<file path="src/rtl/spic_driver.sv">
// spic_driver - instruction FIFO and read-response capture sitting between a host and an SPI master.
// The master is gated through master_en while it waits in its load state with no work or no response space.
module spic_driver #(
  parameter int INSTR_W = 50,
  parameter int DWIDTH  = 32,
  parameter int DEPTH   = 8
) (
  input  logic                       clk,
  input  logic                       rst,
  input  logic                       host_valid,
  input  logic [INSTR_W-1:0]         host_instr,
  input  logic [1:0]                 host_cfg,
  output logic                       host_ready,
  output logic                       err_unsup,
  output logic                       rsp_valid,
  output logic [DWIDTH-1:0]          rsp_data,
  input  logic                       rsp_ready,
  output logic                       master_en,
  output logic [INSTR_W-1:0]         driver_data,
  output logic [1:0]                 driver_cfg,
  input  logic                       driver_read,
  input  logic [DWIDTH-1:0]          spi_slv_read_data,
  output logic [$clog2(DEPTH):0]     fifo_count
);

  localparam int AW = $clog2(DEPTH);
  localparam int CW = AW + 1;
  localparam int EW = INSTR_W + 2;

  typedef enum logic [1:0] {IDLE, BUSY, STALL} state_t;

  state_t                 r_state, w_state_nxt;
  logic [EW-1:0]          r_mem [DEPTH];
  logic [AW-1:0]          r_wr_ptr, r_rd_ptr;
  logic [CW-1:0]          r_count;
  logic [INSTR_W-1:0]     r_cur_instr;
  logic [1:0]             r_cur_cfg;
  logic                   r_rd_pend;
  logic [1:0]             r_rd_size;
  logic                   r_rsp_valid;
  logic [DWIDTH-1:0]      r_rsp_data;
  logic                   r_err_unsup;

  logic                   w_full, w_empty, w_accept, w_unsup, w_push, w_pop;
  logic                   w_cap_ok, w_capture, w_master_en;
  logic [EW-1:0]          w_head;
  logic [INSTR_W-1:0]     w_head_instr;
  logic [1:0]             w_head_cfg, w_head_ttype, w_head_size;
  logic [DWIDTH-1:0]      w_cap_data;

  assign w_full       = (r_count == CW'(DEPTH));
  assign w_empty      = (r_count == '0);
  assign w_head       = r_mem[r_rd_ptr];
  assign w_head_instr = w_head[EW-1:2];
  assign w_head_cfg   = w_head[1:0];
  assign w_head_ttype = w_head_instr[INSTR_W-3:INSTR_W-4];
  assign w_head_size  = w_head_instr[INSTR_W-5:INSTR_W-6];

  // Burst transfers and size 3 are accepted from the host but dropped here.
  assign w_accept  = host_valid && !w_full;
  assign w_unsup   = host_instr[INSTR_W-3] || (host_instr[INSTR_W-5:INSTR_W-6] == 2'b11);
  assign w_push    = w_accept && !w_unsup;

  assign w_cap_ok    = !r_rsp_valid || rsp_ready;
  assign w_master_en = !rst && (!driver_read || (!w_empty && !(r_rd_pend && !w_cap_ok)));
  assign w_pop       = driver_read && w_master_en && !w_empty;
  assign w_capture   = driver_read && r_rd_pend && w_cap_ok;

  always_comb begin
    w_cap_data = spi_slv_read_data;
    case (r_rd_size)
      2'd0:    w_cap_data = {{(DWIDTH-8){1'b0}}, spi_slv_read_data[7:0]};
      2'd1:    w_cap_data = {{(DWIDTH-16){1'b0}}, spi_slv_read_data[15:0]};
      default: w_cap_data = spi_slv_read_data;
    endcase
  end

  always_ff @(posedge clk) begin
    if (w_push) r_mem[r_wr_ptr] <= {host_instr, host_cfg};
  end

  always_ff @(posedge clk or posedge rst) begin
    if (rst) begin
      r_wr_ptr    <= '0;
      r_rd_ptr    <= '0;
      r_count     <= '0;
      r_cur_instr <= '0;
      r_cur_cfg   <= '0;
      r_rd_pend   <= 1'b0;
      r_rd_size   <= 2'b00;
      r_rsp_valid <= 1'b0;
      r_rsp_data  <= '0;
      r_err_unsup <= 1'b0;
    end else begin
      r_err_unsup <= w_accept && w_unsup;
      if (w_push) r_wr_ptr <= r_wr_ptr + AW'(1);
      if (w_pop)  r_rd_ptr <= r_rd_ptr + AW'(1);
      case ({w_push, w_pop})
        2'b10:   r_count <= r_count + CW'(1);
        2'b01:   r_count <= r_count - CW'(1);
        default: r_count <= r_count;
      endcase
      // A pop in the capture cycle re-arms the pending flag for the next read.
      if (w_pop) begin
        r_cur_instr <= w_head_instr;
        r_cur_cfg   <= w_head_cfg;
        r_rd_pend   <= (w_head_ttype == 2'b00);
        r_rd_size   <= w_head_size;
      end else if (w_capture) begin
        r_rd_pend   <= 1'b0;
      end
      if (w_capture) begin
        r_rsp_valid <= 1'b1;
        r_rsp_data  <= w_cap_data;
      end else if (rsp_ready) begin
        r_rsp_valid <= 1'b0;
      end
    end
  end

  always_ff @(posedge clk or posedge rst) begin
    if (rst) r_state <= IDLE;
    else     r_state <= w_state_nxt;
  end

  always_comb begin
    w_state_nxt = r_state;
    case (r_state)
      IDLE:    if (!w_empty || r_rd_pend) w_state_nxt = BUSY;
      BUSY: begin
        if (driver_read && !w_master_en)   w_state_nxt = STALL;
        else if (w_empty && !r_rd_pend)    w_state_nxt = IDLE;
      end
      STALL: begin
        if (!(driver_read && !w_master_en))
          w_state_nxt = (w_empty && !r_rd_pend) ? IDLE : BUSY;
      end
      default: w_state_nxt = IDLE;
    endcase
  end

  assign host_ready  = !w_full;
  assign err_unsup   = r_err_unsup;
  assign rsp_valid   = r_rsp_valid;
  assign rsp_data    = r_rsp_data;
  assign master_en   = w_master_en;
  assign driver_data = driver_read ? (w_empty ? '0 : w_head_instr) : r_cur_instr;
  assign driver_cfg  = driver_read ? (w_empty ? 2'b00 : w_head_cfg) : r_cur_cfg;
  assign fifo_count  = r_count;

endmodule

</file>
<file path="config.mk">
export PLATFORM = sky130hd
export DESIGN_NAME = spic_driver
export DESIGN_NICKNAME = d
export VERILOG_FILES = /design/src/rtl/spic_driver.sv
export SDC_FILE = /design/constraint.sdc
export NUM_CORES = 1
export LEC_CHECK = 0
export ABC_AREA = 1
export BUFFER_PORTS_ARGS = -buffer_cell sky130_fd_sc_hd__buf_2
export CORE_MARGIN = 3
export CORE_UTILIZATION = 49
export CTS_BUF_LIST = sky130_fd_sc_hd__clkbuf_4
export CTS_CLUSTER_DIAMETER = 150
export DETAILED_ROUTE_END_ITERATION = 10
export PLACE_DENSITY = 0.68
export SLEW_MARGIN = 20
export SYNTH_ARGS = -nofsm -noshare
export SYNTH_HDL_FRONTEND = slang
export SYNTH_SLANG_ARGS = --single-unit
export TNS_END_PERCENT = 5
</file>
<file path="constraint.sdc">
create_clock -name clk -period 9.05 [get_ports clk]
set_clock_uncertainty 0.15 [all_clocks]
set_input_delay 1.81 -clock clk [delete_from_list [all_inputs] [get_ports clk]]
set_output_delay 1.81 -clock clk [all_outputs]
set_load 0.05 [all_outputs]
</file>
## After elaboration in Yosys (flattened, before gate mapping)

Memory sizes are Yosys's and may differ from the RTL's.
Index checks and enable logic that the tools add are counted.

- Input port bits: 89
- Memory bits (writable): 416
- Memories kept: 1
- Register bits after elaboration: 99
- Word-level logic and storage cells: 59
- Output and inout port bits: 92

- $add $sub $neg: 4
- Multiplexer cells: 12
- Reduce and logical (&&, ||, !) cells: 27
- Equal/unequal tests: 5

Memories:

| name | depth | bits a word | read ports | clocked after memory_dff | write ports | line | text |
|---|---|---|---|---|---|---|---|
| r_mem | 8 | 52 | 1 | 0 | 1 | 33 | `logic [EW-1:0] r_mem [DEPTH];` |

Operators with widths:

| operator | count |
|---|---|
| two-way mux 50 bit | 2 |
| case mux 32 bit (2 select lines) | 1 |
| logical AND 1 bit | 10 |
| logical NOT 1 bit | 8 |
| case mux 4 bit (2 select lines) | 1 |
| adder 3 x 1 -> 3 bit, second input constant | 2 |
| two-way mux 1 bit | 6 |
| nonzero test 2 bit | 3 |
| adder 4 x 1 -> 4 bit, second input constant | 1 |
| equality test 2 x 1 -> 1 bit, second input constant | 2 |
| equality test 2 bit, second input constant | 2 |
| equality test 4 bit, second input constant | 1 |
| logical NOT 2 bit | 2 |
| logical NOT 4 bit | 1 |
| two-way mux 2 bit | 2 |
| subtractor 4 x 1 -> 4 bit, second input constant | 1 |
| logical OR 1 bit | 3 |

## Longest topological paths before layout

Gate-level depths: netlist of the first run.

- Depth in word-level cells: 12
- Mapped depth: 14
- Mapped depth without buffers: 13

## Worst setup path after synthesis of the first run

Ideal clock, no wire load.

- Path kind: in2out
- Start point: input rst
- End point: output master_en
- Stages: 3
- Data arrival time: 4.970 ns
- Buffers on the path: 0
- Data required time: 7.090 ns
- Path slack: 2.120 ns
- Cell sequence: inv_1 o21ai_1 a21oi_1

- Longest elaborated chain between the ends: 2

RTL lines:

| item | line | text |
|---|---|---|
| start, declared | 9 | `input logic rst,` |
| logical NOT 1 bit (no source line) | - |  |
| logical AND 1 bit | 65 | `assign w_master_en = !rst && (!driver_read \|\| (!w_empty && !(r_rd_pend && !w_cap_ok)));` |
| end, declared | 18 | `output logic master_en,` |

No other way between the ends.

## Final worst setup path of the first run

- Start point: register r_rd_ptr[0]
- End point: output driver_data[45]

- Longest elaborated chain between the ends: 3

RTL lines:

| item | line | text |
|---|---|---|
| start, declared | 34 | `logic [AW-1:0] r_wr_ptr, r_rd_ptr;` |
| start signal, assigned | 97 | `if (w_pop) r_rd_ptr <= r_rd_ptr + AW'(1);` |
| memory read (8 x 52 bit) | - |  |
| two-way mux 50 bit (2 in a row) | 147 | `assign driver_data = driver_read ? (w_empty ? '0 : w_head_instr) : r_cur_instr;` |
| end, declared | 19 | `output logic [INSTR_W-1:0] driver_data,` |

No other way between the ends.

==> out/qor.log, run 1 <==
INFO  worst_setup_path endpoint_kind=primary output
INFO  clocking       clk-insertion-delay-late=780ps
INFO  yosys          syn_avg_cell_area=11.2squm
INFO  clocking       postCtsSetupBuffers=0
INFO  floorplan      die_width=212microns
INFO  sta            grt_setup_unrepaired=no
INFO  yosys          post_synth_instance_area=0.0208sqmm
INFO  worst_setup_path crit_path_top_delay_cell=sky130_fd_sc_hd__inv_6
INFO  global_routing grt_pass1_vias=14.3k
INFO  detailed_routing met1_wirelength=20900microns
INFO  global_routing grt_pass1_wl=78000microns
INFO  clocking       cts_tree=built
INFO  detailed_routing firstDrtPassIters=5
INFO  sta            final-hold-violation-count=0
INFO  clocking       cell_chosen_for_the_clock_root=sky130_fd_sc_hd__clkbuf_4
INFO  detailed_routing drtIter0Drc=1197
INFO  worst_setup_path crit_path_cell_trace=inv_6 > buf_4 > o21ai_0 > nand3_1 > nand3_1 > nand2_1 > buf_2
INFO  worst_setup_path worstPathMaxFanout=130
INFO  detailed_routing top_layer_used=met5
INFO  clocking       cts.clk_slew.worst_paths=60ps
INFO  detailed_routing wl_met3=3680microns
INFO  power_and_ir_drop cellPowerDensity=347mW/mm^2
INFO  worst_setup_path critical_path.startpoint=r_rd_ptr[0]
INFO  detailed_routing postRouteAntennaNets=0
INFO  yosys          yosys_register_bits=513
INFO  detailed_routing finalWirelength=50200microns
INFO  floorplan      chipHeight=212microns
INFO  detailed_routing dr_total_vias=14.4k
INFO  worst_hold_path hp-start=rsp_data[20]
INFO  worst_hold_path hold-path-endpoint=rsp_data[20]
INFO  floorplan      core_area=0.0414sqmm
INFO  floorplan      io_pins=181
INFO  clocking       cts_buffers=135
INFO  sta            relSlewSlack=0.276
INFO  detailed_routing wl_per_cell=18.3microns
INFO  worst_setup_path number_of_buffers_and_inverters_on_the_critical_path=3
INFO  global_routing pin_count_of_the_biggest_net_entering_global_routing=131
INFO  clocking       cts_htree_levels=4
INFO  worst_setup_path r2r_cells=8
INFO  floorplan      initial_core_util=0.503
INFO  finish         most_common_cell_after_layout_fill_and_taps_aside=sky130_fd_sc_hd__edfxtp_1
INFO  clocking       clock_path_buffers=3
INFO  sta            finalMaxSlewViolations=0
INFO  placed_design  hpwlAfterDp=27100microns
INFO  finish         final.fill_count=3447
INFO  yosys          yosys.cell_types.count=25
INFO  worst_setup_path cell_class_contributing_the_biggest_share_of_worst_path_delay=buffers and inverters
INFO  sta            number_of_failing_setup_endpoints_in_the_final_timing_report=0
INFO  finish         post-route-cell-area=0.0239sqmm
INFO  worst_setup_path timing.rr.end=r_rd_pend
INFO  worst_setup_path critical_path.most_common_cell=sky130_fd_sc_hd__nand3_1
INFO  finish         area_delta_synth_final=14.7%
INFO  global_routing grt_overflow=0
INFO  placed_design  placement.cell_area=0.0221sqmm
INFO  clocking       cts_resized=0
INFO  yosys          synthesis.instances=1862
INFO  floorplan      std_cell_rows=74
INFO  sta            final.setup.tns=0ps
INFO  flow_run       maxCapViolations=0
INFO  global_routing grt_antenna_before_repair=7
INFO  clocking       cts_sinks=513
INFO  worst_hold_path hold_class=register to register
INFO  power_and_ir_drop power.leakage=9.59nW
INFO  global_routing gr-usage-all-layers=0.226
INFO  yosys          synthesis.nets=1957
INFO  outcome        outcome=completed
INFO  finish         mostFrequentLayoutCells=sky130_fd_sc_hd__edfxtp_1, sky130_fd_sc_hd__nor2_1, sky130_fd_sc_hd__nand2_1
INFO  finish         drive_gt1_frac=0.203
INFO  sta            finalWorstPathRequiredPeriod=6060ps
INFO  worst_hold_path cells_on_worst_hold_path=2
INFO  floorplan      die-area=0.0450sqmm
INFO  worst_setup_path critPathRequiredTime=7090ps
INFO  sta            worst_margin_slew=1090ps
INFO  sta            fin_crit_sh=0.670
INFO  yosys          ys_seq_area_frac=0.717
INFO  worst_setup_path critical_path.reg2reg.startpoint=r_rd_ptr[0]
INFO  finish         final_nets=2185
INFO  sta            timing.fmax=0.165GHz
INFO  yosys          yosys_warnings=0
INFO  placed_design  numPortBuffers=180
INFO  worst_setup_path cp-start-kind=register
INFO  worst_setup_path timing.setup.critical_path_class=register to primary output
INFO  placed_design  gp_congestion=0.781
INFO  detailed_routing drt_drc_violations_left=0
INFO  worst_setup_path cp_slowest_stage_delay=780ps
INFO  clocking       cts_hold_bufs=0
INFO  detailed_routing dr_wl_met2=24400microns
INFO  worst_setup_path timing.reg2reg.setup_slack=5760ps
INFO  power_and_ir_drop ir_drop=0.000222V
INFO  detailed_routing detail_route.vias_per_cell=5.28
INFO  worst_setup_path arrival=4100ps
==> report_power, final <==
part	internal, mW	leakage (nW)	switching, mW
registers	2.87	4.97	0.223
logic	0.784	3.54	2.34
clock network	1.16	1.09	0.901
==> worst max path at each step <==
stage	to	slack [ps]	cells after the start
after floorplan	master_en	2120	3
after global placement	driver_data[7]	3060	7
after detailed placement	driver_data[3]	3000	7
after CTS	driver_data[45]	2960	7
after global routing	driver_data[45]	2730	7
final	driver_data[45]	2990	7
==> state kept, by name, indices dropped and copies added (netlist names), 2 cells and up <==
name,flops
r_mem,416
r_cur_instr,50
rsp_data,32
fifo_count,4
r_rd_ptr,3
r_wr_ptr,3
r_cur_cfg,2
==> layout make-up <==
cell class                 instances  area (sq um)  share of cell area
clock inverter                    32           206             0.00865
sequential                       513         14900               0.625
clock buffer                     214          1610              0.0673
antenna                            4          10.0            0.000419
inverter                          30           121             0.00508
tap                              532           666              0.0279
timing repair buffer             200          1050              0.0442
multi-input combinational       1210          5290               0.221
==> cells in the mapped netlist <==
| library cell | instances | area (sq um) |
|---|---|---|
| sky130_fd_sc_hd__nor2_1 | 422 | 1580 |
| sky130_fd_sc_hd__edfxtp_1 | 416 | 12500 |
| sky130_fd_sc_hd__nand2_1 | 320 | 1200 |
| sky130_fd_sc_hd__nand3_1 | 238 | 1190 |
| sky130_fd_sc_hd__o21ai_1 | 160 | 801 |
| sky130_fd_sc_hd__dfrtp_1 | 97 | 2430 |
| sky130_fd_sc_hd__buf_2 | 52 | 260 |
| sky130_fd_sc_hd__o21ai_0 | 50 | 250 |
| sky130_fd_sc_hd__inv_1 | 26 | 97.6 |
| sky130_fd_sc_hd__clkbuf_1 | 21 | 78.8 |
| sky130_fd_sc_hd__buf_4 | 17 | 128 |
| sky130_fd_sc_hd__buf_1 | 14 | 52.6 |
| sky130_fd_sc_hd__ha_1 | 5 | 62.6 |
| sky130_fd_sc_hd__buf_6 | 4 | 45.0 |
| sky130_fd_sc_hd__inv_2 | 4 | 15.0 |
| sky130_fd_sc_hd__xor2_1 | 4 | 35.0 |
| sky130_fd_sc_hd__a21oi_1 | 2 | 10.0 |
| sky130_fd_sc_hd__nor2_2 | 2 | 12.5 |
| sky130_fd_sc_hd__or2_2 | 2 | 12.5 |
| sky130_fd_sc_hd__and2_1 | 1 | 6.26 |
| sky130_fd_sc_hd__clkbuf_2 | 1 | 5.00 |
| sky130_fd_sc_hd__fa_1 | 1 | 20.0 |
| sky130_fd_sc_hd__nand2_4 | 1 | 11.3 |
| sky130_fd_sc_hd__o21bai_1 | 1 | 7.51 |
| sky130_fd_sc_hd__xnor2_1 | 1 | 8.76 |
==> tightest hold or removal path: stages (launching register included) <==
cell	delay, ps
sky130_fd_sc_hd__dfrtp_1	340
sky130_fd_sc_hd__nand2_1	50
sky130_fd_sc_hd__nand2_1	60
==> stage by stage <==
step | power (mW) | util | hold WS [ps] | worst slack (ps) | instances
2_1_floorplan | 5.49 | - | 299 | 2120 | 1862
3_3_place_gp | 6.22 | 0.533 | 299 | 3060 | 2485
3_5_place_dp | 6.27 | 0.533 | 310 | 3000 | 2485
4_1_cts | 8.34 | 0.577 | 327 | 2960 | 2731
5_1_grt | 8.81 | 0.577 | 347 | 2730 | 2733
6_report | 8.28 | 0.577 | 324 | 2990 | 2735
==> kinds of logic (layout without fill, tap and decap cells) <==
kind of cell,count (synthesis),count (layout),synth area share
xor+xnor,5,5,0.00210
buf+inv,139,476,0.0328
other cells,0,4,0
fa+ha+maj,6,6,0.00397
simple gates,986,986,0.193
compound gates,213,213,0.0513
flops,513,513,0.717
==> per-layer routing <==
layer  vias to the layer above  track usage
met5                         -            0
met4                         4       0.0882
met3                        97       0.0531
met2                       502        0.369
met1                      6887        0.296
li1                       6955            -
Note: power is estimated with default switching activity, not from simulation.
==> inputs of run 2 (changes only) <==
==> constraint.sdc (replaced) <==
create_clock -name clk -period 6.21 [get_ports clk]
set_clock_uncertainty 0.15 [all_clocks]
set_input_delay 1.242 -clock clk [delete_from_list [all_inputs] [get_ports clk]]
set_output_delay 1.242 -clock clk [all_outputs]
set_load 0.05 [all_outputs]
==> out/qor.log, run 2 (same netlist as run 1, synthesis figures left out) <==
INFO  detailed_routing drtIter0Drc=1207 [was 1197]
INFO  floorplan      die-area=0.0450sqmm [unchanged]
INFO  detailed_routing dr_total_vias=14.7k [was 14.4k]
INFO  clocking       cts_hold_bufs=0 [unchanged]
INFO  placed_design  gp_congestion=0.781 [unchanged]
INFO  placed_design  numPortBuffers=180 [unchanged]
INFO  worst_setup_path number_of_buffers_and_inverters_on_the_critical_path=2 [was 3]
INFO  clocking       cts_htree_levels=4 [unchanged]
INFO  sta            post_route_setup_slack=1520ps [was 2990 ps]
INFO  clocking       cts_buffers=136 [was 135]
INFO  sta            grt_setup_unrepaired=no [unchanged]
INFO  sta            finalWorstPathRequiredPeriod=4690ps
INFO  finish         most_common_cell_after_layout_fill_and_taps_aside=sky130_fd_sc_hd__edfxtp_1 [unchanged]
INFO  sta            finalMaxSlewViolations=0 [unchanged]
INFO  worst_setup_path cp_slowest_stage_delay=900ps [was 780 ps]
INFO  global_routing gr-usage-met2=0.391 [was 0.369]
INFO  worst_setup_path cell_class_contributing_the_biggest_share_of_worst_path_delay=buffers and inverters [unchanged]
INFO  finish         largest_register_ff_count=416 [unchanged]
INFO  clocking       cell_chosen_for_the_clock_root=sky130_fd_sc_hd__clkbuf_4 [unchanged]
INFO  power_and_ir_drop power.combinational.fraction=0.380 [was 0.378]
INFO  clocking       cts_resized=0 [unchanged]
INFO  detailed_routing detail_route.vias_per_cell=5.36 [was 5.28]
INFO  flow_run       maxCapViolations=0 [unchanged]
INFO  clocking       clock_path_buffers=3 [unchanged]
INFO  clocking       cts_tree=built [unchanged]
INFO  sta            worst_margin_slew=1120ps [was 1090 ps]
INFO  power_and_ir_drop cellPowerDensity=508mW/mm^2 [was 347 mW/mm^2]
INFO  global_routing pin_count_of_the_biggest_net_entering_global_routing=212 [was 131]
INFO  sta            relSlewSlack=0.252 [was 0.276]
INFO  clocking       clk-insertion-delay-late=800ps [was 780 ps]
INFO  power_and_ir_drop clockPowerShare=0.254 [was 0.249]
INFO  floorplan      die_width=212microns [unchanged]
INFO  floorplan      initial_core_util=0.503 [unchanged]
INFO  outcome        outcome=completed [unchanged]
INFO  global_routing grt_pass1_wl=80200microns [was 78000 microns]
INFO  worst_setup_path crit_path_cell_trace=buf_4 > nor2_1 > o21ai_0 > nand3_1 > nand3_1 > nand2_1 > buf_2 [was inv_6 > buf_4 > o21ai_0 > nand3_1 > nand3_1 > nand2_1 > buf_2]
INFO  sta            final.setup.tns=0ps [unchanged]
INFO  finish         area_delta_synth_final=15.7% [was 14.7%]
INFO  placed_design  hpwlAfterDp=27800microns [was 27100 microns]
INFO  worst_setup_path worstPathMaxFanout=56 [was 130]
INFO  sta            timing.fmax=0.213GHz
INFO  worst_hold_path hold_class=register to register [unchanged]
INFO  worst_setup_path timing.setup.critical_path_class=register to primary output [unchanged]
INFO  worst_setup_path endpoint_kind=primary output [unchanged]
INFO  global_routing grt_most_used_layer=met2 [unchanged]
INFO  detailed_routing firstDrtPassIters=5 [unchanged]
INFO  power_and_ir_drop switching_share=0.416 [was 0.419]
INFO  floorplan      core_area=0.0414sqmm [unchanged]
INFO  power_and_ir_drop power.share.sequential=0.365 [was 0.373]
INFO  clocking       cts.clk_slew.worst_paths=60ps [about the same]
INFO  sta            number_of_failing_setup_endpoints_in_the_final_timing_report=0 [unchanged]
INFO  floorplan      io_pins=181 [unchanged]
INFO  sta            fin_crit_sh=0.755
INFO  worst_setup_path critical_path.most_common_cell=sky130_fd_sc_hd__nand3_1 [unchanged]
INFO  floorplan      chipHeight=212microns [unchanged]
INFO  power_and_ir_drop power_report.internal_total=7.15mW [was 4.81 mW]
INFO  finish         mostFrequentLayoutCells=sky130_fd_sc_hd__edfxtp_1, sky130_fd_sc_hd__nor2_1, sky130_fd_sc_hd__nand2_1 [unchanged]
INFO  power_and_ir_drop power.leakage=9.69nW [was 9.59 nW]
INFO  worst_setup_path cp-start-kind=register [unchanged]
INFO  clocking       cts_sinks=513 [unchanged]
INFO  finish         drive_gt1_frac=0.209 [was 0.203]
INFO  global_routing grt_overflow=0 [unchanged]
INFO  detailed_routing drt_drc_violations_left=0 [unchanged]
INFO  global_routing grt_antenna_before_repair=8 [was 7]
INFO  global_routing gr-usage-met3=0.0543 [was 0.0531]
INFO  worst_setup_path critPathRequiredTime=4820ps [was 7090 ps]
INFO  placed_design  dp_worst_setup_slack=1910ps [was 3000 ps]
INFO  worst_setup_path arrival=3300ps [was 4100 ps]
INFO  power_and_ir_drop net-switching-power=5.09mW [was 3.47 mW]
INFO  global_routing grt_pass1_vias=14.6k [was 14.3k]
INFO  detailed_routing wl_per_cell=18.8microns [was 18.3 microns]
INFO  clocking       postCtsSetupBuffers=0 [unchanged]
INFO  detailed_routing finalWirelength=51500microns [was 50200 microns]
INFO  detailed_routing postRouteAntennaNets=0 [unchanged]
INFO  sta            final-hold-violation-count=0 [unchanged]
INFO  global_routing gr-usage-all-layers=0.231 [was 0.226]
INFO  worst_setup_path crit_path_top_delay_cell=sky130_fd_sc_hd__dfrtp_4 [was sky130_fd_sc_hd__inv_6]
INFO  power_and_ir_drop ir_drop=0.000448V [was 0.000222 V]
INFO  finish         reg_with_most_ffs=r_mem [unchanged]
INFO  finish         final_nets=2191 [was 2185]
INFO  global_routing gr-usage-met1=0.298 [was 0.296]
INFO  floorplan      std_cell_rows=74 [unchanged]
## run 2: final timing paths
kind | start | to | slack (ps) | cells after the start
setup / recovery | r_rd_ptr[1] | driver_data[30] | 1520 | 7
hold / removal | rsp_data[7] | rsp_data[7] | 320 | 2
setup reg to reg | fifo_count[1] | r_mem[7][36] | 3250 | 7
hold reg to reg | rsp_data[7] | rsp_data[7] | 320 | 2
max in group asynchronous | rst | r_rd_ptr[0] | 4090 | 3
min in group asynchronous | rst | rsp_data[14] | 410 | 2
## run 2: per-stage QoR
step	hold slack (ps)	instance area [sq um]	instances	total power [mW]	util
floorplan	299	20800	1862	8.00	-
global placement	302	22200	2489	9.13	0.535
detailed placement	305	22200	2490	9.20	0.536
CTS	321	24100	2736	12.3	0.581
global route	351	24100	2740	13.0	0.582
finish	319	24100	2744	12.2	0.582
## run 2: final cells by class
class / count / area, sq um
multi-input cells: 1210 / 5290
flip-flops and latches: 513 / 14900
well taps: 532 / 666
clock inverters: 22 / 190
fillers: 3436 / 17300
inverters: 30 / 121
diodes: 8 / 20.0
clock buffers: 224 / 1680
repair buffers: 205 / 1190
## run 2: per-layer routing
metal / up-vias / routed length [microns]
li1: 6975 / -
met1: 7076 / 21100
met2: 548 / 25600
met3: 98 / 3650
met4: 4 / 1080
met5: - / 29
## run 2: power by group through the flow
| stage | Sequential (mW) | Combinational [mW] | Clock (mW) |
|---|---|---|---|
| 2_1_floorplan | 4.81 | 3.19 | 0 |
| 3_3_place_gp | 4.52 | 4.60 | 0 |
| 3_5_place_dp | 4.53 | 4.67 | 0 |
| 4_1_cts | 4.47 | 4.69 | 3.18 |
| 5_1_grt | 4.52 | 5.10 | 3.39 |
| 6_report | 4.47 | 4.65 | 3.11 |
## run 2: worst reg2reg max path: stages (launching register included)
cell and delay (ps):
sky130_fd_sc_hd__dfrtp_1 430, sky130_fd_sc_hd__nor2_1 80, sky130_fd_sc_hd__nand3_1 110, sky130_fd_sc_hd__nand3_1 190, sky130_fd_sc_hd__inv_1 160, sky130_fd_sc_hd__nand2_1 240, sky130_fd_sc_hd__nor2_4 580, sky130_fd_sc_hd__buf_4 630
==> inputs of run 3 (changes only) <==
--- a/config.mk
+++ b/config.mk
@@ -5,7 +5,7 @@
 export SDC_FILE = /design/constraint.sdc
 export NUM_CORES = 1
 export LEC_CHECK = 0
-export ABC_AREA = 1
+export ABC_AREA = 0
 export BUFFER_PORTS_ARGS = -buffer_cell sky130_fd_sc_hd__buf_2
 export CORE_MARGIN = 3
 export CORE_UTILIZATION = 49
==> constraint.sdc (replaced) <==
create_clock -name clk -period 4.65 [get_ports clk]
set_clock_uncertainty 0.15 [all_clocks]
set_input_delay 0.93 -clock clk [delete_from_list [all_inputs] [get_ports clk]]
set_output_delay 0.93 -clock clk [all_outputs]
set_load 0.05 [all_outputs]
==> out/qor.log, run 3 <==
INFO  outcome        outcome=completed [unchanged]
INFO  sta            final-hold-violation-count=0 [unchanged]
INFO  yosys          syn_avg_cell_area=18.9squm [was 11.2 sq um]
INFO  finish         post-route-cell-area=0.0232sqmm [was 0.0241 sq mm]
INFO  clocking       cts_buffers=131 [was 136]
INFO  worst_setup_path number_of_buffers_and_inverters_on_the_critical_path=2 [unchanged]
INFO  sta            post_route_setup_slack=423ps [was 1520 ps]
INFO  placed_design  numPortBuffers=180 [unchanged]
INFO  placed_design  hpwlAfterDp=23600microns [was 27800 microns]
INFO  yosys          yosys.cell_types.count=37 [was 25]
INFO  sta            finalWorstPathRequiredPeriod=4230ps
INFO  worst_setup_path endpoint_kind=primary output [unchanged]
INFO  floorplan      io_pins=181 [unchanged]
INFO  yosys          yosys-mux-area-fraction=0.145 [was 0]
INFO  finish         final_nets=1430 [was 2191]
INFO  power_and_ir_drop ir_drop=0.000297V [was 0.000448 V]
INFO  worst_setup_path worstPathMaxFanout=38 [was 56]
INFO  yosys          synth_top_cell_by_area=sky130_fd_sc_hd__edfxtp_1 [unchanged]
INFO  finish         area_delta_synth_final=16.9% [was 15.7%]
INFO  clocking       clk-insertion-delay-late=800ps [about the same]
INFO  clocking       cts_htree_levels=4 [unchanged]
INFO  sta            hold_ws=178ps [was 319 ps]
INFO  detailed_routing drt_drc_violations_left=0 [unchanged]
INFO  global_routing grt_pass1_wl=64900microns [was 80200 microns]
INFO  worst_setup_path crit_path_cell_trace=buf_12 > mux4_2 > mux2i_1 > o2bb2ai_1 > buf_2 [was buf_4 > nor2_1 > o21ai_0 > nand3_1 > nand3_1 > nand2_1 > buf_2]
INFO  detailed_routing firstDrtPassIters=5 [unchanged]
INFO  detailed_routing wl_per_cell=20.9microns [was 18.8 microns]
INFO  global_routing gr-usage-all-layers=0.195 [was 0.231]
INFO  power_and_ir_drop power.leakage=8.68nW [was 9.69 nW]
INFO  worst_setup_path cp_slowest_stage_delay=700ps [was 900 ps]
INFO  yosys          synth_compound_area_frac=0.0376 [was 0.0513]
INFO  yosys          synth.top_cells.by_count=sky130_fd_sc_hd__edfxtp_1, sky130_fd_sc_hd__nand2_1, sky130_fd_sc_hd__mux4_2 [was sky130_fd_sc_hd__nor2_1, sky130_fd_sc_hd__edfxtp_1, sky130_fd_sc_hd__nand2_1]
INFO  global_routing grt_overflow=0 [unchanged]
INFO  yosys          number_of_synthesized_flops_with_an_enable_pin=416 [unchanged]
INFO  yosys          dominantRegCellSynth=sky130_fd_sc_hd__edfxtp_1 [unchanged]
INFO  yosys          ys_seq_area_frac=0.750 [was 0.717]
INFO  yosys          synthXorXnorAreaFrac=0.00308 [was 0.00210]
INFO  clocking       cts_hold_bufs=1 [was 0]
INFO  sta            relSlewSlack=0.401 [was 0.252]
INFO  yosys          synth_top_family_by_area=multiplexers [was simple AND/OR/NAND/NOR gates]
INFO  yosys          synth_simple_gate_area_frac=0.0396 [was 0.193]
INFO  sta            fin_crit_sh=0.909
INFO  global_routing pin_count_of_the_biggest_net_entering_global_routing=105 [was 212]
INFO  global_routing grt_antenna_before_repair=8 [unchanged]
INFO  yosys          post_synth_instance_area=0.0199sqmm [was 0.0208 sq mm]
INFO  detailed_routing finalWirelength=40900microns [was 51500 microns]
INFO  worst_setup_path timing.setup.critical_path_class=register to primary output [unchanged]
INFO  clocking       cts_resized=0 [unchanged]
INFO  floorplan      core_area=0.0399sqmm [was 0.0414 sq mm]
INFO  clocking       cts.clk_slew.worst_paths=70ps [was 60 ps]
INFO  finish         drive_gt1_frac=0.382 [was 0.209]
INFO  placed_design  dp_worst_setup_slack=1200ps [was 1910 ps]
INFO  yosys          synthesis.nets=1146 [was 1957]
INFO  sta            final.setup.tns=0ps [unchanged]
INFO  finish         largest_register_ff_count=416 [unchanged]
INFO  floorplan      std_cell_rows=73 [was 74]
INFO  placed_design  placement.cell_area=0.0214sqmm [was 0.0222 sq mm]
INFO  finish         mostFrequentLayoutCells=sky130_fd_sc_hd__edfxtp_1, sky130_fd_sc_hd__clkbuf_4, sky130_fd_sc_hd__buf_2 [was sky130_fd_sc_hd__edfxtp_1, sky130_fd_sc_hd__nor2_1, sky130_fd_sc_hd__nand2_1]
INFO  clocking       clock_path_buffers=3 [unchanged]
INFO  floorplan      die-area=0.0430sqmm [was 0.0450 sq mm]
INFO  clocking       postCtsSetupBuffers=0 [unchanged]
INFO  floorplan      chipHeight=207microns [was 212 microns]
INFO  detailed_routing postRouteAntennaNets=0 [unchanged]
INFO  worst_hold_path hold_class=primary input to register [was register to register]
INFO  worst_setup_path cp-start-kind=register [unchanged]
INFO  worst_setup_path cell_class_contributing_the_biggest_share_of_worst_path_delay=multiplexers [was buffers and inverters]
INFO  clocking       cts_sinks=513 [unchanged]
INFO  worst_setup_path critPathRequiredTime=3570ps [was 4820 ps]
INFO  yosys          post_synth_fa_ha_maj_area_fraction=0.00415 [was 0.00397]
INFO  yosys          fraction_of_registers_with_async_set_reset=0.189 [unchanged]
INFO  global_routing grt_pass1_vias=11.4k [was 14.6k]
INFO  finish         most_common_cell_after_layout_fill_and_taps_aside=sky130_fd_sc_hd__edfxtp_1 [unchanged]
INFO  flow_run       maxCapViolations=0 [unchanged]
INFO  yosys          synth_largest_type_area_fraction=0.628 [was 0.600]
INFO  sta            timing.fmax=0.237GHz
INFO  worst_setup_path crit_path_top_delay_cell=sky130_fd_sc_hd__dfrtp_4 [unchanged]
INFO  detailed_routing drtIter0Drc=700 [was 1207]
INFO  sta            finalMaxSlewViolations=0 [unchanged]
INFO  floorplan      initial_core_util=0.498 [was 0.503]
INFO  floorplan      die_width=207microns [was 212 microns]
INFO  finish         reg_with_most_ffs=r_mem [unchanged]
INFO  yosys          synthesis.instances=1051 [was 1862]
INFO  sta            worst_margin_slew=898ps [was 1120 ps]
INFO  sta            number_of_failing_setup_endpoints_in_the_final_timing_report=0 [unchanged]
INFO  placed_design  gp_congestion=0.780 [was 0.781]
INFO  detailed_routing detail_route.vias_per_cell=5.40 [was 5.36]
INFO  yosys          yosys_register_bits=513 [unchanged]
INFO  power_and_ir_drop cellPowerDensity=640mW/mm^2 [was 508 mW/mm^2]
INFO  yosys          yosys_warnings=0 [unchanged]
INFO  worst_setup_path arrival=3150ps [was 3300 ps]
INFO  sta            grt_setup_unrepaired=no [unchanged]
INFO  power_and_ir_drop final_total_pwr=14.9mW [was 12.2 mW]
INFO  detailed_routing dr_total_vias=10.6k [was 14.7k]
INFO  yosys          post_synth_main_area_contributors=sky130_fd_sc_hd__edfxtp_1, sky130_fd_sc_hd__dfrtp_1, sky130_fd_sc_hd__mux4_2 [was sky130_fd_sc_hd__edfxtp_1, sky130_fd_sc_hd__dfrtp_1, sky130_fd_sc_hd__nor2_1]
INFO  clocking       cts_tree=built [unchanged]
INFO  clocking       cell_chosen_for_the_clock_root=sky130_fd_sc_hd__clkbuf_4 [unchanged]
INFO  yosys          synth.most_common_cell=sky130_fd_sc_hd__edfxtp_1 [was sky130_fd_sc_hd__nor2_1]
-- run 3: cell types whose count changed in the layout (fill, tap and decap cells not counted), moves of 7 or more --
cell,before,now
sky130_fd_sc_hd__nor2_1,413,5
sky130_fd_sc_hd__nand3_1,238,24
sky130_fd_sc_hd__nand2_1,320,138
sky130_fd_sc_hd__o21ai_1,160,10
sky130_fd_sc_hd__mux4_2,0,104
sky130_fd_sc_hd__mux2i_1,0,54
sky130_fd_sc_hd__o2bb2ai_1,0,50
sky130_fd_sc_hd__clkbuf_4,224,196
sky130_fd_sc_hd__inv_1,25,5
sky130_fd_sc_hd__buf_4,17,28
sky130_fd_sc_hd__o21ai_0,50,42
sky130_fd_sc_hd__clkinv_1,13,20
sky130_fd_sc_hd__nor2_4,10,3
-- run 3: final timing paths --
| path | start | to | slack (ps) | depth (start not counted) |
|---|---|---|---|---|
| hold reg to reg | rsp_data[25] | rsp_data[25] | 310 | 2 |
| setup / recovery | r_rd_ptr[0] | driver_data[24] | 420 | 5 |
| setup reg to reg | fifo_count[0] | fifo_count[3] | 1660 | 9 |
| max in group asynchronous | rst | r_rd_ptr[0] | 2330 | 4 |
| hold / removal | spi_slv_read_data[1] | rsp_data[1] | 180 | 3 |
| min in group asynchronous | rst | rsp_data[4] | 610 | 3 |
-- run 3: stage by stage --
step | utilization | cells
CTS | 0.581 | 1957
detailed placement | 0.537 | 1725
finish | 0.582 | 1961
floorplan | - | 1051
global placement | 0.537 | 1725
global route | 0.582 | 1960
-- run 3: final cells by class --
| type | count | area, sq um |
|---|---|---|
| fillers | 3048 | 16700 |
| flip-flops and latches | 513 | 14900 |
| multi-input cells | 467 | 4630 |
| clock buffers | 196 | 1470 |
| repair buffers | 213 | 1210 |
| well taps | 525 | 657 |
| clock inverters | 35 | 299 |
| inverters | 9 | 36.3 |
| diodes | 3 | 7.51 |
-- run 3: cell families (layout without fill, tap and decap cells) --
family | after synthesis | in the layout
and+or+nand+nor | 186 | 186
adders and majority gates | 6 | 6
DFF | 513 | 513
other | 0 | 3
muxes | 158 | 158
buffers and inverters | 71 | 453
AOI/OAI and AO/OA | 110 | 110
xor gates and xnor gates | 7 | 7
-- run 3: routing by layer --
metal	track usage	wire (microns)	up-vias
met3	0.0532	2400	61
met4	0.0684	563	10
met1	0.260	17600	5378
met5	0	60	-
met2	0.316	20300	310
li1	-	-	4822
-- run 3: tightest hold or removal path, stage by stage --
cell	delay, ps
sky130_fd_sc_hd__buf_2	80
sky130_fd_sc_hd__nand2_1	40
sky130_fd_sc_hd__nand2_1	50
-- run 3: where the power goes --
part,leakage [nW],internal (mW),switching (mW),total (mW)
registers,4.97,5.57,0.501,6.08
logic,2.66,1.72,3.13,4.84
clock network,1.05,2.26,1.69,3.95
total,8.68,9.55,5.32,14.9
